$ cat config.mk
export PLATFORM = sky130hd
export DESIGN_NAME = instr_fetch_flat
export DESIGN_NICKNAME = d
export VERILOG_FILES = /design/src/rtl/instr_fetch_if.sv /design/src/rtl/instr_fetch.sv /design/src/flat_wrapper.sv
export SDC_FILE = /design/constraint.sdc
export NUM_CORES = 1
export LEC_CHECK = 0
export CAP_MARGIN = 0
export CORE_UTILIZATION = 39
export CTS_BUF_LIST = sky130_fd_sc_hd__clkbuf_4 sky130_fd_sc_hd__clkbuf_8
export DETAILED_ROUTE_END_ITERATION = 8
export GPL_TIMING_DRIVEN = 1
export SLEW_MARGIN = 0
export SYNTH_ARGS = -nofsm -noshare
export SYNTH_HDL_FRONTEND = slang
export SYNTH_SLANG_ARGS = --single-unit
$ cat constraint.sdc
create_clock -name clk -period 12 [get_ports clk]
set_clock_uncertainty 0.15 [all_clocks]
set_input_delay 2.4 -clock clk [delete_from_list [all_inputs] [get_ports clk]]
set_output_delay 2.4 -clock clk [all_outputs]
set_load 0.005 [all_outputs]
$ cat src/rtl/instr_fetch_if.sv
// instr_fetch_if: bundles the fetch stage's instruction-memory port, the
// execute redirect input and the decode-side handshake.
//
// Handshake semantics (all channels): a transfer happens on a rising clk edge
// where the producer's valid/req and the consumer's ready/gnt are both high.
// The producer holds its payload stable while valid is high and ready is low.
// The redirect channel has no back-pressure; redirect_valid is always taken.
//
// Modports:
//   master - the fetch stage (drives imem_req/imem_addr and if_valid/if_instr/
//            if_pc/if_opcode; receives gnt, rvalid, rdata, redirect, if_ready)
//   slave  - the environment: instruction memory, execute and decode
interface instr_fetch_if #(
  parameter int XLEN = 32
);
  logic            imem_req;
  logic [XLEN-1:0] imem_addr;
  logic            imem_gnt;
  logic            imem_rvalid;
  logic [31:0]     imem_rdata;
  logic            redirect_valid;
  logic [XLEN-1:0] redirect_pc;
  logic            if_valid;
  logic            if_ready;
  logic [31:0]     if_instr;
  logic [XLEN-1:0] if_pc;
  logic [6:0]      if_opcode;

  modport master (
    output imem_req, imem_addr,
    input  imem_gnt, imem_rvalid, imem_rdata,
    input  redirect_valid, redirect_pc,
    output if_valid, if_instr, if_pc, if_opcode,
    input  if_ready
  );

  modport slave (
    input  imem_req, imem_addr,
    output imem_gnt, imem_rvalid, imem_rdata,
    output redirect_valid, redirect_pc,
    input  if_valid, if_instr, if_pc, if_opcode,
    output if_ready
  );
endinterface

$ cat src/rtl/instr_fetch.sv
// instr_fetch: fetch stage feeding the main decoder/controller.
// Holds the PC, issues word fetches (one outstanding at most), buffers the
// returned words in a small FIFO and presents {instr, pc} to decode. A
// redirect from execute flushes the buffer and restarts fetch at the target;
// a response still in flight at that point is dropped when it returns.
//
// Ports:
//   clk        rising-edge clock
//   rst        asynchronous active-high reset
//   bus        instr_fetch_if.master (imem_*, redirect_*, if_*)
//   dbg_state  current FSM state (0 RESET_HOLD, 1 RUN, 2 DRAIN)
//   perf_fetched/perf_stall/perf_flush  only when FETCH_PERF_CNT_EN is
//              defined: words pushed, cycles with if_ready & ~if_valid,
//              redirects taken; all wrap and reset to 0.
//
// Parameters: XLEN (address width), RESET_PC (first fetch address),
// FIFO_DEPTH (buffer entries, power of 2, >= 2).
module instr_fetch #(
  parameter int              XLEN       = 32,
  parameter logic [XLEN-1:0] RESET_PC   = '0,
  parameter int              FIFO_DEPTH = 2
) (
  input  logic                clk,
  input  logic                rst,
  instr_fetch_if.master       bus,
  output logic [1:0]          dbg_state
`ifdef FETCH_PERF_CNT_EN
  ,
  output logic [31:0]         perf_fetched,
  output logic [31:0]         perf_stall,
  output logic [31:0]         perf_flush
`endif
);

  localparam int PW = $clog2(FIFO_DEPTH);
  localparam int CW = PW + 1;
  localparam logic [31:0] NOP = 32'h0000_0013;

  typedef enum logic [1:0] {
    S_RESET_HOLD = 2'd0,
    S_RUN        = 2'd1,
    S_DRAIN      = 2'd2
  } state_t;

  state_t          state_q, state_d;
  logic [XLEN-1:0] pc_q;
  logic [XLEN-1:0] req_pc_q;       // address of the request in flight
  logic            outstanding_q;

  logic [31:0]     fifo_instr [FIFO_DEPTH];
  logic [XLEN-1:0] fifo_pc    [FIFO_DEPTH];
  logic [PW-1:0]   rd_ptr_q, wr_ptr_q;
  logic [CW-1:0]   count_q;

  logic            discard;
  logic            fifo_empty;
  logic            pop;
  logic            push;
  logic            room;
  logic            req;
  logic            grant;
  logic [CW:0]     occupancy;

  // ---------------------------------------------------------------- FSM
  always_ff @(posedge clk or posedge rst) begin
    if (rst) state_q <= S_RESET_HOLD;
    else     state_q <= state_d;
  end

  always_comb begin
    state_d = state_q;
    case (state_q)
      S_RESET_HOLD: state_d = S_RUN;
      // Redirect while the granted request has not answered: its response
      // belongs to the old path and must be dropped on arrival.
      S_RUN:        if (bus.redirect_valid && outstanding_q && !bus.imem_rvalid)
                      state_d = S_DRAIN;
      // The stale response arrives (a coincident redirect changes nothing:
      // the stale word is dropped either way and nothing is left in flight).
      S_DRAIN:      if (bus.imem_rvalid) state_d = S_RUN;
      default:      state_d = S_RESET_HOLD;
    endcase
  end

  assign discard   = (state_q == S_DRAIN);
  assign dbg_state = state_q;

  // ------------------------------------------------------ request issue
  assign fifo_empty = (count_q == '0);
  assign pop        = !fifo_empty && bus.if_ready && !bus.redirect_valid;
  assign push       = bus.imem_rvalid && outstanding_q && !discard && !bus.redirect_valid;

  // Reserve a FIFO slot for the word in flight so a full buffer never has
  // to refuse a response; a pop this cycle frees one slot early.
  assign occupancy = {1'b0, count_q} + (CW+1)'(outstanding_q) - (CW+1)'(pop);
  assign room      = (occupancy < (CW+1)'(FIFO_DEPTH));

  // A new request may go out in the same cycle its predecessor returns.
  assign req   = (state_q != S_RESET_HOLD) && !bus.redirect_valid &&
                 (!outstanding_q || bus.imem_rvalid) && room;
  assign grant = req && bus.imem_gnt;

  assign bus.imem_req  = req;
  assign bus.imem_addr = pc_q;

  // ------------------------------------------------------ PC / tracking
  always_ff @(posedge clk or posedge rst) begin
    if (rst) begin
      pc_q          <= RESET_PC;
      req_pc_q      <= '0;
      outstanding_q <= 1'b0;
    end else begin
      if (bus.redirect_valid) begin
        pc_q <= bus.redirect_pc & ~(XLEN'(3));
      end else if (grant) begin
        pc_q <= pc_q + XLEN'(4);
      end
      if (grant) begin
        req_pc_q      <= pc_q;
        outstanding_q <= 1'b1;
      end else if (bus.imem_rvalid) begin
        outstanding_q <= 1'b0;
      end
    end
  end

  // --------------------------------------------------------------- FIFO
  always_ff @(posedge clk or posedge rst) begin
    if (rst) begin
      rd_ptr_q <= '0;
      wr_ptr_q <= '0;
      count_q  <= '0;
    end else if (bus.redirect_valid) begin
      rd_ptr_q <= '0;
      wr_ptr_q <= '0;
      count_q  <= '0;
    end else begin
      if (push) wr_ptr_q <= wr_ptr_q + PW'(1);
      if (pop)  rd_ptr_q <= rd_ptr_q + PW'(1);
      count_q <= count_q + CW'(push) - CW'(pop);
    end
  end

  // Storage needs no reset: entries are only observed while count_q != 0.
  always_ff @(posedge clk) begin
    if (push) begin
      fifo_instr[wr_ptr_q] <= bus.imem_rdata;
      fifo_pc[wr_ptr_q]    <= req_pc_q;
    end
  end

  assign bus.if_valid  = !fifo_empty;
  assign bus.if_instr  = fifo_empty ? NOP : fifo_instr[rd_ptr_q];
  assign bus.if_pc     = fifo_empty ? '0  : fifo_pc[rd_ptr_q];
  assign bus.if_opcode = bus.if_instr[6:0];

  // ------------------------------------------------------ perf counters
`ifdef FETCH_PERF_CNT_EN
  always_ff @(posedge clk or posedge rst) begin
    if (rst) begin
      perf_fetched <= '0;
      perf_stall   <= '0;
      perf_flush   <= '0;
    end else begin
      if (push)                           perf_fetched <= perf_fetched + 32'd1;
      if (bus.if_ready && fifo_empty)     perf_stall   <= perf_stall + 32'd1;
      if (bus.redirect_valid)             perf_flush   <= perf_flush + 32'd1;
    end
  end
`endif

endmodule

$ cat src/flat_wrapper.sv
// flat-port wrapper written by rule: the top's interface ports become plain ports
module instr_fetch_flat 
#(
  parameter int              XLEN       = 32,
  parameter logic [XLEN-1:0] RESET_PC   = '0,
  parameter int              FIFO_DEPTH = 2
)
  (clk, rst, dbg_state, bus_imem_req, bus_imem_addr, bus_imem_gnt, bus_imem_rvalid, bus_imem_rdata, bus_redirect_valid, bus_redirect_pc, bus_if_valid, bus_if_instr, bus_if_pc, bus_if_opcode, bus_if_ready);
  instr_fetch_if #(.XLEN(XLEN)) bus_i ();
  input  logic clk;
  input  logic rst;
  output logic [1:0] dbg_state;
  output wire logic [$bits(bus_i.imem_req)-1:0] bus_imem_req;
  output wire logic [$bits(bus_i.imem_addr)-1:0] bus_imem_addr;
  input wire logic [$bits(bus_i.imem_gnt)-1:0] bus_imem_gnt;
  input wire logic [$bits(bus_i.imem_rvalid)-1:0] bus_imem_rvalid;
  input wire logic [$bits(bus_i.imem_rdata)-1:0] bus_imem_rdata;
  input wire logic [$bits(bus_i.redirect_valid)-1:0] bus_redirect_valid;
  input wire logic [$bits(bus_i.redirect_pc)-1:0] bus_redirect_pc;
  output wire logic [$bits(bus_i.if_valid)-1:0] bus_if_valid;
  output wire logic [$bits(bus_i.if_instr)-1:0] bus_if_instr;
  output wire logic [$bits(bus_i.if_pc)-1:0] bus_if_pc;
  output wire logic [$bits(bus_i.if_opcode)-1:0] bus_if_opcode;
  input wire logic [$bits(bus_i.if_ready)-1:0] bus_if_ready;
  assign bus_imem_req = bus_i.imem_req;
  assign bus_imem_addr = bus_i.imem_addr;
  assign bus_i.imem_gnt = bus_imem_gnt;
  assign bus_i.imem_rvalid = bus_imem_rvalid;
  assign bus_i.imem_rdata = bus_imem_rdata;
  assign bus_i.redirect_valid = bus_redirect_valid;
  assign bus_i.redirect_pc = bus_redirect_pc;
  assign bus_if_valid = bus_i.if_valid;
  assign bus_if_instr = bus_i.if_instr;
  assign bus_if_pc = bus_i.if_pc;
  assign bus_if_opcode = bus_i.if_opcode;
  assign bus_i.if_ready = bus_if_ready;
  instr_fetch #(.XLEN(XLEN), .RESET_PC(RESET_PC), .FIFO_DEPTH(FIFO_DEPTH)) u_core (.clk(clk), .rst(rst), .bus(bus_i), .dbg_state(dbg_state));
endmodule
==> results.ini, run 1 <==
[timing]
finalHoldViolCount = 0
period_needed_ps = 8110
tightest_slew_ps = 1150
rsz0062_at_grt = no
slew_violations = 0
relSlewSlack_pct = 23.4
finalSetupTns_ps = 0
setup_viol = 0
fmax_mhz = 123
timing.final.ws_setup_ps = 3890
min_period_over_period_pct = 67.6

[detailed_routing]
totalWireLength_mm = 18.5
antenna_left = 0
viasPerCell = 5.10
drtIter0Drc = 343
dr.pass1.iters = 4
wl_per_cell_um = 16.9
drc_errors = 0
dr_total_vias = 5592

[power_and_ir_drop]
switching_share_pct = 29.6
switchingPower_uw = 483
p_comb_share_pct = 21.2
p_int_uw = 1150
p_leak_uw = 0.00376
seqPwrFrac_pct = 55.8
power_density_mw_per_mm2 = 158
ir_drop_v = 0.0000847
power_frac_clock_pct = 23.0

[finish]
layout.nets = 888
final_common_cell = clkdlybuf4s50_1
drive_above_1_share_pct = 5.93
antenna_cells = 0
mostFrequentLayoutCells = clkdlybuf4s50_1, nand2_1, edfxtp_1
areaGrowthSynthToFinish_pct = 27.6
multi_input_comb_area_mm2 = 0.00247
fillers = 1806
seqCellArea_mm2 = 0.00540

[logic_synthesis]
syn-instance-count = 657
yosys_warnings = 0
synth_flop_cell = edfxtp_1
synthArstFlopShare_pct = 35.1
postSynthAreaPerCell_um2 = 12.3
seq_area_frac_synth_pct = 66.6
synth_area_mm2 = 0.00811
yosysUniqueCellTypes = 46
synth-edff-count = 124
yosys_register_bits = 191

[die]
die_w_um = 146
start_util_pct = 39.9
core_region_area_mm2 = 0.0203
io_pins = 177
dieArea_mm2 = 0.0214
row_count = 52
die_h_um = 146

[clock_network]
cts_resized = 0
cts_sinks = 191
htree_levels = 4
clockBufferDepth = 2
numCtsBuffers = 17
clock_latency_ps = 450
tritoncts = yes
clk_pin_slew_ps = 90
post_cts_buffers = 0
cts_hold_buf = 0
root_buffer = clkbuf_8

[hold_path]
hold_class = register to register

[placement]
portBuffers = 170
pre_cts_slack_ps = 3990
gp_congestion = 0.821
hpwlAfterDp_mm = 11.7

[global_routing]
grt_usage_pct = 18.0
antenna_found_initial = 0
met2_usage_pct = 30.0
use_met3_pct = 3.31
met1_usage_pct = 23.5
grt_pass1_vias = 5775
grt_max_degree = 68
busiest_layer = met2
gr-total-overflow = 0
grt_pass1_wl_mm = 30.0

[job]
drv_cap = 0

[setup_path]
required_ps = 9450
worst_setup_path_end_kind = output port
critical_path_class = input port to output port
arrival_ps = 5560
critPathLaunchType = input port
critPathMaxFanout = 42

[run_status]
outcome = finished, final reports clean

worst max-delay path, cell delays in order:
cell and delay, ps:
clkdlybuf4s50_1 450, buf_4 390, nor2_1 150, ha_1 290, nand2b_1 150, fa_1 540, nand2b_4 80, nor4_1 480
clkdlybuf4s50_1 600
path summary, 6_finish.rpt:
| kind | depth (start not counted) | from | slack, ps | endpoint |
|---|---|---|---|---|
| setup / recovery | 9 | bus_redirect_valid | 3890 | bus_imem_req |
| hold / removal | 0 | u_core.req_pc_q[10] | 330 | u_core.fifo_pc[1][10] |
| setup reg to reg | 11 | u_core.count_q[1] | 8230 | u_core.bus.imem_addr[24] |
| hold reg to reg | 0 | u_core.req_pc_q[10] | 330 | u_core.fifo_pc[1][10] |
| max in group asynchronous | 3 | rst | 8630 | u_core.rd_ptr_q |
| min in group asynchronous | 3 | rst | 2340 | u_core.bus.imem_addr[5] |
cells by family (layout without fill, tap and decap cells):
logic type	count (synthesis)	after routing	share of synthesized area, %
compound gates	66	66	5.60
xor+xnor	8	8	0.864
fa+ha+maj	5	5	0.864
buf+inv	51	217	3.23
flops	191	191	66.6
mux	65	65	8.02
other cells	1	4	0.0463
simple gates	270	270	14.8
flip-flops by register name, indices dropped and copies added, names as in the netlist:
name                  cells
u_core.wr_ptr_q           1
u_core.outstanding_q      1
u_core.fifo_pc           60
u_core.rd_ptr_q           1
u_core.dbg_state          2
u_core.req_pc_q          30
u_core.count_q            2
u_core.bus.imem_addr     30
u_core.fifo_instr        64
power groups by stage:
stage / logic [uW] / registers, uW / clock network [uW]
after global routing: 386 / 926 / 418
after floorplan: 198 / 887 / 0
after detailed placement: 350 / 925 / 0
final: 347 / 911 / 375
after CTS: 351 / 911 / 391
after global placement: 343 / 916 / 0
per-stage QoR:
| step | hold WS (ps) | cells | area (um^2) | total power [uW] | util [%] |
|---|---|---|---|---|---|
| floorplan | 292 | 660 | 8120 | 1090 | - |
| global route | 339 | 1096 | 10300 | 1730 | 51.0 |
| CTS | 330 | 1096 | 10300 | 1650 | 51.0 |
| global placement | 299 | 1064 | 10000 | 1260 | 49.3 |
| finish | 328 | 1096 | 10300 | 1630 | 51.0 |
| detailed placement | 307 | 1064 | 10000 | 1270 | 49.3 |
Yosys cell counts (3+ instances only):
cell type	count	area [um^2]
nand2_1	127	477
edfxtp_1	124	3720
nor2_1	82	308
dfrtp_1	67	1680
mux2i_1	65	651
o21ai_0	19	95.1
nand3_1	17	85.1
clkbuf_1	14	52.6
buf_4	12	90.1
o211ai_1	9	67.6
inv_1	8	30.0
a21oi_1	7	35.0
buf_1	7	26.3
buf_2	7	35.0
nand4_1	7	43.8
nor4_1	7	43.8
and3_1	6	37.5
nand2b_1	6	37.5
o311ai_0	6	52.6
xor2_1	6	52.6
a221o_1	5	50.1
a31oi_1	5	31.3
a22oi_1	4	30.0
ha_1	4	50.1
o311ai_1	4	35.0
nor3_1	3	15.0
final cells by class:
type	count	area share, %
clock inverter	14	1.03
multi-input combinational	418	23.9
timing repair buffer	177	17.0
clock buffer	18	2.33
tap	270	3.27
inverter	8	0.290
sequential	191	52.2
layer usage:
layer | wire length [um] | share of wire (%) | up-vias
met2 | 9050 | 49 | 178
met4 | 314 | 1.7 | 0
met3 | 918 | 5.0 | 22
li1 | - | - | 2646
met5 | 0 | 0 | -
met1 | 8210 | 44 | 2746
Power figures use the tool's default switching activity.
==> inputs of run 2 (changes only) <==
--- a/config.mk
+++ b/config.mk
@@ -10,6 +10,7 @@
 export CTS_BUF_LIST = sky130_fd_sc_hd__clkbuf_4 sky130_fd_sc_hd__clkbuf_8
 export DETAILED_ROUTE_END_ITERATION = 8
 export GPL_TIMING_DRIVEN = 1
+export PLACE_DENSITY = 0.67
 export SLEW_MARGIN = 0
 export SYNTH_ARGS = -nofsm -noshare
 export SYNTH_HDL_FRONTEND = slang
==> constraint.sdc (replaced) <==
create_clock -name clk -period 7.1 [get_ports clk]
set_clock_uncertainty 0.15 [all_clocks]
set_input_delay 1.42 -clock clk [delete_from_list [all_inputs] [get_ports clk]]
set_output_delay 1.42 -clock clk [all_outputs]
set_load 0.005 [all_outputs]
==> run 2 against run 1 <==
  * Clock power up 91%
  * Largest cell class unchanged
  * Via count up 0.55%
  * Largest power group unchanged
  * Non-clock buffer count up 1
  * Register-to-register slack worse by 5000 ps
  * First-iteration DRC count down 5.0%
==> results.ini, run 2 (synthesis gave the netlist of run 1 again) <==
[detailed_routing]
dr_total_vias = 5623  ; +0.55%
wl_per_cell_um = 16.9  ; +0.32%
totalWireLength_mm = 18.6  ; +0.42%
antenna_left = 0  ; unchanged
drc_errors = 0  ; unchanged
drtIter0Drc = 326  ; -5.0%
dr.pass1.iters = 4  ; unchanged
viasPerCell = 5.13  ; +0.46%

[clock_network]
clockBufferDepth = 2  ; unchanged
clock_latency_ps = 460  ; about the same
cts_resized = 0  ; unchanged
tritoncts = yes
cts_hold_buf = 0  ; unchanged
post_cts_buffers = 0  ; unchanged
root_buffer = clkbuf_8
numCtsBuffers = 17  ; unchanged
clk_pin_slew_ps = 100  ; about the same
cts_sinks = 191  ; unchanged
htree_levels = 4  ; unchanged

[timing]
rsz0062_at_grt = no
min_period_over_period_pct = 80.5
setup_viol = 0  ; unchanged
fmax_mhz = 175
tightest_slew_ps = 958  ; -192 ps
slew_violations = 0  ; unchanged
finalHoldViolCount = 0  ; unchanged
period_needed_ps = 5710
finalSetupTns_ps = 0  ; unchanged
holdWs_ps = 330  ; +1.78 ps
relSlewSlack_pct = 36.2  ; +13 points

[setup_path]
cp_top_family = buffers and inverters
critPathLaunchType = input port
critPathBufInv = 2  ; -1
required_ps = 5530  ; -3920 ps
endpoint = bus_imem_req
worstPathCellList = clkdlybuf4s50_1, nand2_1, nor2_1, ha_1, nand2b_1, fa_1, nand2b_4, nor4_1, clkdlybuf4s50_1
critPathMaxFanout = 3  ; -93%
timing.rr.end = u_core.bus.imem_addr[24]
worst-path-stages = 9  ; unchanged
arrival_ps = 4140  ; -1420 ps
critical_path_class = input port to output port
crit_path_frequent_cell = clkdlybuf4s50_1
cp_slowest_cell = clkdlybuf4s50_1
rr_worst_depth = 11  ; unchanged
worst_setup_path_end_kind = output port
slowest_delay_ps = 580  ; -20 ps
r2r_setup_slack_ps = 3210  ; -5020 ps
critPathLaunch = bus_if_ready
reg2reg_from = u_core.count_q[1]

[placement]
numPlacedInstances = 1065  ; +0.094%
hpwlAfterDp_mm = 11.7  ; +0.16%
portBuffers = 170  ; unchanged
gp_congestion = 0.778  ; -5.2%
place_area_mm2 = 0.0100  ; about the same

[global_routing]
antenna_found_initial = 1  ; +1
grt_max_degree = 68  ; unchanged
grt_pass1_wl_mm = 29.5  ; -1.5%
gr-total-overflow = 0  ; unchanged
grt_pass1_vias = 5489  ; -5.0%
grt_usage_pct = 17.9  ; -0.079 points

[power_and_ir_drop]
power_density_mw_per_mm2 = 273  ; +73%
power_uw = 2840  ; +74%
p_leak_uw = 0.00380  ; +0.89%
ir_drop_v = 0.000143  ; +69%

[finish]
seqCellArea_mm2 = 0.00540  ; unchanged
layout.nets = 889  ; +0.11%
largest_reg_flops = 64  ; unchanged
multi_input_comb_area_mm2 = 0.00247  ; unchanged
antenna_cells = 0  ; unchanged
drive_above_1_share_pct = 6.17  ; +0.23 points
finalNonFillerCells = 1097  ; +0.091%
reg.largest.list = u_core.fifo_instr (64), u_core.fifo_pc (60)
top_register = u_core.fifo_instr
mostFrequentLayoutCells = clkdlybuf4s50_1, nand2_1, edfxtp_1
final_common_cell = clkdlybuf4s50_1
areaGrowthSynthToFinish_pct = 28.4
final_area_mm2 = 0.0104  ; +0.60%
fillers = 1800  ; -0.33%

[run_status]
outcome = finished, final reports clean

[die]
row_count = 52  ; unchanged
io_pins = 177  ; unchanged
dieArea_mm2 = 0.0214  ; unchanged
die_h_um = 146  ; unchanged
die_w_um = 146  ; unchanged
start_util_pct = 39.9  ; unchanged
core_region_area_mm2 = 0.0203  ; unchanged

[hold_path]
hp-start = u_core.req_pc_q[9]
hold_class = register to register

[job]
drv_cap = 0  ; unchanged

==> run 2: cell types whose count changed in the layout (fill, tap and decap cells not counted), sizes merged <==
cell / previous run / this run
clkbuf: 18 / 17
clkinv: 4 / 2
bufinv: 0 / 1
clkinvlp: 4 / 3
inv: 14 / 17
buf: 7 / 8
==> run 2: layout make-up <==
cell class | instances | share of cell area, %
Clock buffer | 17 | 2.25
Timing Repair Buffer | 178 | 16.9
Inverter | 8 | 0.288
Sequential cell | 191 | 51.9
Tap cell | 270 | 3.25
Clock inverter | 15 | 1.62
Multi-Input combinational cell | 418 | 23.8
==> run 2: metal layers <==
metal,part of all wire (%),wire [um],track usage [%]
met3,5.6,1040,3.84
met1,44,8160,23.1
met2,49,9020,30.0
met5,0.092,17,0
met4,1.8,340,5.94
==> run 2: worst min-delay path by stage <==
stage / endpoint / slack, ps / depth (start not counted)
after detailed placement: u_core.fifo_pc[1][9] / 310 / 0
after global routing: u_core.fifo_pc[1][9] / 340 / 0
final: u_core.fifo_pc[0][9] / 330 / 0
after floorplan: u_core.fifo_pc[0][10] / 290 / 0
after CTS: u_core.fifo_pc[1][26] / 330 / 0
after global placement: u_core.fifo_pc[0][17] / 300 / 0
==> run 2: where the power goes <==
group	internal, uW	total [uW]	switching (uW)
registers	1380	1520	137
logic	309	603	295
clock network	297	718	421
total	1990	2840	852
==> run 2: per-stage QoR <==
stage               util [%]  setup slack, ps
floorplan                  -              162
global placement        49.3             1400
detailed placement      49.3             1410
CTS                     51.3             1390
global route            51.3             1180
finish                  51.3             1390
==> run 2: worst reg2reg max path: cells and delay by family, from the launching register on <==
kind	cells	cell delay, ps
adders and majority gates	2	780
DFF	1	510
buffers and inverters	1	160
and+or+nand+nor	8	2230
